### src/rtl/quant_pkg.sv
// quant_pkg: shared constants, row tag payload and the round/saturate helper
// for the JPEG quantizer datapath.
package quant_pkg;

    // Rows per 8x8 block and width of the in-block row index.
    localparam int unsigned BLK_ROWS = 8;
    localparam int unsigned ROW_W    = 3;

    // Table entry index is row*8 + lane.
    localparam int unsigned TBL_AW   = 6;

    // Working width for rounding; wide enough for any sane product width.
    localparam int unsigned CALC_W   = 64;

    // Control tag that travels alongside each row through the pipeline.
    typedef struct packed {
        logic valid;
        logic sop;
        logic eob;
    } row_tag_t;

    // Round half toward +inf after an arithmetic right shift by sh, then
    // clamp to the signed range of an out_w-bit result.
    function automatic logic signed [CALC_W-1:0] round_sat(
        input logic signed [CALC_W-1:0] p,
        input int unsigned              sh,
        input int unsigned              out_w
    );
        logic signed [CALC_W-1:0] half;
        logic signed [CALC_W-1:0] r;
        logic signed [CALC_W-1:0] hi;
        logic signed [CALC_W-1:0] lo;
        half = 64'sd1 <<< (sh - 1);
        r    = (p + half) >>> sh;
        hi   = (64'sd1 <<< (out_w - 1)) - 64'sd1;
        lo   = -(64'sd1 <<< (out_w - 1));
        if (r > hi) begin
            r = hi;
        end else if (r < lo) begin
            r = lo;
        end
        return r;
    endfunction

endpackage

### src/rtl/quant_lane.sv
// quant_lane: one coefficient lane of the quantizer.
//   S1 register: signed coef times unsigned reciprocal (plus DC flag).
//   S2 register: round + saturate into the lane's output field.
// Ports:
//   clk, reset      clock, synchronous active-high reset
//   load_s1         capture a new product (row accepted)
//   load_out        move S1 into the output register
//   coef            signed input coefficient
//   recip           unsigned reciprocal from the active table
//   dc              lane carries the block's DC term (row 0, lane 0)
//   q               saturated quantized coefficient
module quant_lane
    import quant_pkg::*;
#(
    parameter int unsigned IN_W    = 12,
    parameter int unsigned RECIP_W = 8,
    parameter int unsigned OUT_W   = 8,
    parameter int unsigned FRAC    = 11,
    parameter int unsigned DC_FRAC = 9
) (
    input  logic               clk,
    input  logic               reset,
    input  logic               load_s1,
    input  logic               load_out,
    input  logic [IN_W-1:0]    coef,
    input  logic [RECIP_W-1:0] recip,
    input  logic               dc,
    output logic [OUT_W-1:0]   q
);

    localparam int unsigned PW = IN_W + RECIP_W + 1;

    logic signed [PW-1:0] prod_c;
    logic signed [PW-1:0] s1_prod;
    logic                 s1_dc;

    // Reciprocal is zero-extended so the product stays signed.
    always_comb begin
        prod_c = PW'($signed(coef)) * PW'($signed({1'b0, recip}));
    end

    // Product stage and round/saturate stage.
    always_ff @(posedge clk) begin
        if (reset) begin
            s1_prod <= '0;
            s1_dc   <= 1'b0;
            q       <= '0;
        end else begin
            if (load_s1) begin
                s1_prod <= prod_c;
                s1_dc   <= dc;
            end
            if (load_out) begin
                q <= OUT_W'(round_sat(CALC_W'(s1_prod), s1_dc ? DC_FRAC : FRAC, OUT_W));
            end
        end
    end

endmodule

### src/rtl/quant_pipe.sv
// quant_pipe: pipelined JPEG quantizer, one row of LANES coefficients per beat.
// Tracks the row index within each 8x8 block, looks up per-entry reciprocals
// from one of NUM_TBL runtime-writable tables, multiplies, rounds, saturates.
// Ports:
//   clk, reset                      clock, synchronous active-high reset
//   in_valid/in_ready/in_data       input row handshake (lane 0 in MSBs)
//   in_sop, in_tbl                  row 0 marker and table select for the block
//   out_valid/out_ready/out_data    output row handshake (lane 0 in MSBs)
//   out_sop, out_eob                output row is row 0 / row 7
//   tbl_we/tbl_sel/tbl_addr/tbl_wdata  reciprocal table write port
//   err_sync, err_clr               sticky mid-block sop flag and its clear
module quant_pipe
    import quant_pkg::*;
#(
    parameter int unsigned LANES   = 8,
    parameter int unsigned IN_W    = 12,
    parameter int unsigned OUT_W   = 8,
    parameter int unsigned RECIP_W = 8,
    parameter int unsigned FRAC    = 11,
    parameter int unsigned DC_FRAC = 9,
    parameter int unsigned NUM_TBL = 2,
    localparam int unsigned TBL_W  = (NUM_TBL > 1) ? $clog2(NUM_TBL) : 1
) (
    input  logic                   clk,
    input  logic                   reset,
    input  logic                   in_valid,
    output logic                   in_ready,
    input  logic [LANES*IN_W-1:0]  in_data,
    input  logic                   in_sop,
    input  logic [TBL_W-1:0]       in_tbl,
    output logic                   out_valid,
    input  logic                   out_ready,
    output logic [LANES*OUT_W-1:0] out_data,
    output logic                   out_sop,
    output logic                   out_eob,
    input  logic                   tbl_we,
    input  logic [TBL_W-1:0]       tbl_sel,
    input  logic [TBL_AW-1:0]      tbl_addr,
    input  logic [RECIP_W-1:0]     tbl_wdata,
    output logic                   err_sync,
    input  logic                   err_clr
);

    localparam int unsigned TBL_DEPTH = 2 ** TBL_AW;

    logic [RECIP_W-1:0] tbl_mem [NUM_TBL][TBL_DEPTH];

    logic [ROW_W-1:0] row_cnt;
    logic [TBL_W-1:0] tbl_act;
    row_tag_t         s1_tag;
    row_tag_t         out_tag;

    logic             advance_c;
    logic             accept_c;
    logic             err_set_c;
    logic [ROW_W-1:0] row_use_c;
    logic [TBL_W-1:0] tbl_use_c;

    // Whole pipeline moves together; it only stalls when the output is held.
    always_comb begin
        advance_c = !out_valid || out_ready;
        accept_c  = in_valid && advance_c;
        // An sop row restarts the block and selects its table immediately.
        row_use_c = in_sop ? '0 : row_cnt;
        tbl_use_c = in_sop ? in_tbl : tbl_act;
        err_set_c = accept_c && in_sop && (row_cnt != '0);
    end

    assign in_ready  = advance_c;
    assign out_valid = out_tag.valid;
    assign out_sop   = out_tag.sop;
    assign out_eob   = out_tag.eob;

    // Row counter, active table, pipeline tags and sticky sync error.
    always_ff @(posedge clk) begin
        if (reset) begin
            row_cnt  <= '0;
            tbl_act  <= '0;
            s1_tag   <= '0;
            out_tag  <= '0;
            err_sync <= 1'b0;
        end else begin
            if (accept_c) begin
                // BLK_ROWS is a power of two, so 7 -> 0 wraps naturally.
                row_cnt <= row_use_c + ROW_W'(1);
                if (in_sop) begin
                    tbl_act <= in_tbl;
                end
            end
            if (advance_c) begin
                s1_tag  <= '{valid: accept_c,
                             sop:   (row_use_c == '0),
                             eob:   (row_use_c == ROW_W'(BLK_ROWS - 1))};
                out_tag <= s1_tag;
            end
            // A new error wins over a simultaneous clear.
            if (err_set_c) begin
                err_sync <= 1'b1;
            end else if (err_clr) begin
                err_sync <= 1'b0;
            end
        end
    end

    // Reciprocal tables; a read in the write cycle returns the old entry.
    always_ff @(posedge clk) begin
        if (reset) begin
            for (int t = 0; t < int'(NUM_TBL); t++) begin
                for (int e = 0; e < int'(TBL_DEPTH); e++) begin
                    tbl_mem[t][e] <= '0;
                end
            end
        end else if (tbl_we) begin
            tbl_mem[tbl_sel][tbl_addr] <= tbl_wdata;
        end
    end

    for (genvar l = 0; l < int'(LANES); l++) begin : g_lane
        logic [TBL_AW-1:0]  addr_c;
        logic [RECIP_W-1:0] recip_c;

        always_comb begin
            addr_c  = TBL_AW'(32'(row_use_c) * LANES + 32'(l));
            recip_c = tbl_mem[tbl_use_c][addr_c];
        end

        quant_lane #(
            .IN_W    (IN_W),
            .RECIP_W (RECIP_W),
            .OUT_W   (OUT_W),
            .FRAC    (FRAC),
            .DC_FRAC (DC_FRAC)
        ) u_lane (
            .clk      (clk),
            .reset    (reset),
            .load_s1  (accept_c),
            .load_out (advance_c && s1_tag.valid),
            .coef     (in_data[(LANES-1-l)*IN_W +: IN_W]),
            .recip    (recip_c),
            .dc       ((row_use_c == '0) && (l == 0)),
            .q        (out_data[(LANES-1-l)*OUT_W +: OUT_W])
        );
    end

endmodule
### config.mk
export PLATFORM = sky130hd
export DESIGN_NAME = quant_pipe
export DESIGN_NICKNAME = d
export VERILOG_FILES = /design/src/rtl/quant_pkg.sv /design/src/rtl/quant_lane.sv /design/src/rtl/quant_pipe.sv
export SDC_FILE = /design/constraint.sdc
export NUM_CORES = 2
export LEC_CHECK = 0
export ABC_CLOCK_PERIOD_IN_PS = 10100
export BUFFER_PORTS_ARGS = -buffer_cell sky130_fd_sc_hd__buf_4
export CORE_MARGIN = 10
export CORE_UTILIZATION = 50
export CTS_BUF_LIST = sky130_fd_sc_hd__clkbuf_8
export CTS_CLUSTER_DIAMETER = 40
export CTS_CLUSTER_SIZE = 12
export DETAILED_ROUTE_END_ITERATION = 10
export GPL_ROUTABILITY_DRIVEN = 0
export PLACE_DENSITY = 0.62
export RECOVER_POWER = 25
export REMOVE_ABC_BUFFERS = 1
export SETUP_SLACK_MARGIN = 0.02
export SLEW_MARGIN = 20
export SYNTH_ARGS = -nofsm -noshare
export SYNTH_HDL_FRONTEND = slang
export SYNTH_SLANG_ARGS = --single-unit
### constraint.sdc
create_clock -name clk -period 10.1 [get_ports clk]
set_clock_uncertainty 0.1 [all_clocks]
set_input_delay 1.01 -clock clk [delete_from_list [all_inputs] [get_ports clk]]
set_output_delay 1.01 -clock clk [all_outputs]
set_load 0.02 [all_outputs]
==> qor.csv <==
stage,metric,value,unit
routing,Final ANT Viol Nets,0,
setup_path,Worst setup EP type,flop,
clock_network,root buffer cell,clkbuf_8,
sta,Slew Limit Fails,593,
synthesis,warning count from the yosys run,0,
sta,worst setup margin,1.935,ns
flow_run,max cap viols,15,
floorplanning,Die W,413.8,um
floorplanning,I/O pins,188,
clock_network,CTS tree,done,
synthesis,ys flop type,edfxtp_1,
place,dpl hpwl,138.3,mm
synthesis,Syn Area/Cell,11.32,um^2
synthesis,#FFs+latches synth,1190,
setup_path,Startpoint Class,input port,
setup_path,Setup CP Type,input port to flop,
layout,share of layout cells above drive strength 1,0.1072,
power,clock network power share,0.179,
sta,Slew @ Worst Pin,4.681,ns
clock_network,total CTS buffers,157,
layout,most frequent cells in the layout,"1,024 x edfxtp_1, 943 x nand2_1, 933 x inv_1",
hold_path,worst min path class,input port to flop,
power,P_int,12.87,mW
floorplanning,die area,0.1712,mm^2
grt,Tot GR Track Use,0.2397,
grt,vias in the first global route,53810,
floorplanning,Core Area,0.1540,mm^2
clock_network,CTS Buffer Depth,3,
clock_network,setup bufs post-CTS,0,
floorplanning,Die Height,413.8,um
sta,Max transition margin,-2.121,
synthesis,Post-synth ARST share,0,
place,Setup WS pre-CTS,1.090,ns
sta,Final Hold Fails,0,
routing,DRT Pass-1 Iters,6,
routing,Iter 0 DRT Violations,4185,
sta,RSZ-0062 raised after global routing,no,
setup_path,CP max FO,18,
clock_network,H-tree depth,4,
setup_path,worst path required time,10.68,ns
layout,fin cells,9147,
grt,largest net degree at the start of global routing,116,
outcome,status,"finished, violations left",
synthesis,Syn Inst Count,6847,
sta,Hold Slack,0.2458,ns
routing,via count,51630,
power,P_leak,34.07,nW
routing,Post-route DRC,0,
synthesis,Synth cell types,90,
power,Switch Pwr,8.788,mW
power,Power Density,257.4,mW/mm^2
clock_network,latest clock arrival within the worst-skew pair,0.93,ns
routing,Via-to-Cell Ratio,5.644,
place,dpl cells,8857,
clock_network,CTS Hold Bufs,0,
power,worst vdd ir,0.0001990,V
clock_network,Resize count post-CTS,0,
routing,Post-Route WL,203.7,mm
setup_path,data arrival time of the worst path,8.75,ns
layout,"Net count, final",8035,
place,# port buffers,187,
grt,grt total ovfl,0,
synthesis,synthesized area,0.07753,mm^2
clock_network,clk sinks,1190,
outcome,violated checks,"max-capacitance violations, max-slew violations",
grt,first-pass GRT wire length,317.2,mm
routing,routed len/inst,22.27,um
power,Gate power share,0.540,
synthesis,number of synthesized flops with an enable pin,1024,
sta,Final Critical Period,8.165,ns
power,"Power, Total",21.66,mW
synthesis,"Seq/Total Area, Yosys",0.4395,
grt,antenna violations before repair,11,
sta,fmax,0.1225,GHz
sta,final setup vio count,0,
sta,Setup TNS,0,ns
floorplanning,starting density of the core,0.5033,
floorplanning,row cnt,144,
layout,"commonest non-fill, non-tap cell in the layout",edfxtp_1,
power,switching share of total power,0.4057,
power,register share of total power,0.281,
layout,area delta synth->final,8.551,%
sta,Final period util,0.8084,
clock_network,"Reg clk slew, reported paths",0.07,ns
==> Yosys cell counts, types with 22 or more instances <==
library cell	instances	area share
edfxtp_1	1024	0.40
nand2_1	947	0.046
inv_1	909	0.044
nor2_1	632	0.031
fa_1	616	0.16
and2_1	425	0.034
ha_1	328	0.053
a21oi_1	242	0.016
clkbuf_1	218	0.011
mux4_2	214	0.062
dfxtp_1	166	0.043
o21ai_0	136	0.0088
xnor2_1	95	0.011
mux2i_1	87	0.011
and3_1	81	0.0065
nand3_1	74	0.0048
a31oi_1	62	0.0050
buf_2	54	0.0035
xor2_1	54	0.0061
a21o_1	36	0.0035
a22oi_1	29	0.0028
buf_4	26	0.0025
nand4_1	24	0.0019
nor3_1	22	0.0014
==> flip-flops by register name (all words and copies together) (netlist names) <==
name and flops:
g_lane.u_lane.s1_dc 1, g_lane.u_lane.s1_prod 90, err_sync 1, out_valid 1
out_eob 1, out_sop 1, tbl_act 1, g_lane.u_lane.q 64
s1_tag 3, tbl_mem 1024, row_cnt 3
==> cell families (layout without fill, tap and decap cells) <==
logic type	after synthesis	in the layout	share of synthesized area
muxes	314	314	0.07665
and+or+nand+nor	2332	2332	0.1374
xor gates and xnor gates	149	149	0.01683
adders and majority gates	944	944	0.2120
other	0	4	0
buffers and inverters	1239	1491	0.06312
DFF	1190	1190	0.4395
AOI/OAI and AO/OA	679	679	0.05449
==> routing by layer <==
metal	part of all wire	wire length, um	vias to the layer above	global-route usage
met4	0.029	5969	6	0.07520
met5	0.00013	26	-	0
li1	-	-	23240	-
met1	0.41	84270	26160	0.3208
met3	0.074	14990	362	0.04239
met2	0.48	98420	1859	0.3981
==> power groups by stage <==
stage	registers, mW	clock network, mW	logic (mW)
2_1_floorplan	6.15	0	9.35
3_5_place_dp	6.18	0	11.8
5_1_grt	6.13	4.13	13.6
4_1_cts	6.08	3.93	11.9
3_3_place_gp	6.16	0	11.6
6_report	6.08	3.88	11.7
==> final timing paths <==
kind | cells past startpoint | slack, ns | end | startpoint
worst max-delay path | 26 | 1.93 | g_lane[0].u_lane.s1_prod[20] | in_sop
worst min-delay path | 3 | 0.25 | err_sync | err_clr
worst max register to register | 25 | 2.13 | g_lane[0].u_lane.s1_prod[20] | tbl_act
worst min register to register | 2 | 0.35 | out_sop | out_sop
==> worst max-delay path, cell delays in order <==
cell	delay, ns
buf_4	0.32
mux2i_4	0.92
buf_4	0.44
buf_4	0.32
mux4_2	0.22
nand2_1	0.05
a31oi_1	0.84
nand2_1	0.18
fa_1	0.55
inv_1	0.05
fa_1	0.46
fa_1	0.54
inv_1	0.05
fa_1	0.53
inv_1	0.04
ha_1	0.37
a21o_1	0.21
a21oi_1	0.14
nor2b_1	0.06
o21ai_0	0.14
nand2b_1	0.10
a21o_1	0.23
o41ai_2	0.43
o21ai_1	0.16
nor4_1	0.25
nor4_1	0.07
==> per-stage QoR <==
step / cell area [um^2] / utilization
global route: 84150 / 0.5463
detailed placement: 81090 / 0.5264
global placement: 81090 / 0.5264
CTS: 84440 / 0.5481
finish: 84150 / 0.5463
floorplan: 76060 / -
==> cell type report <==
class                   count  area [um^2]
repair buffers            293         2024
clock inverters           122         1089
clock buffers             164         2257
multi-input cells        4418        38710
fillers                 13310        69890
flip-flops and latches   1190        34080
inverters                 912         3431
well taps                2044         2557
diodes                      4        10.01
(Power assumes the default switching activity.)
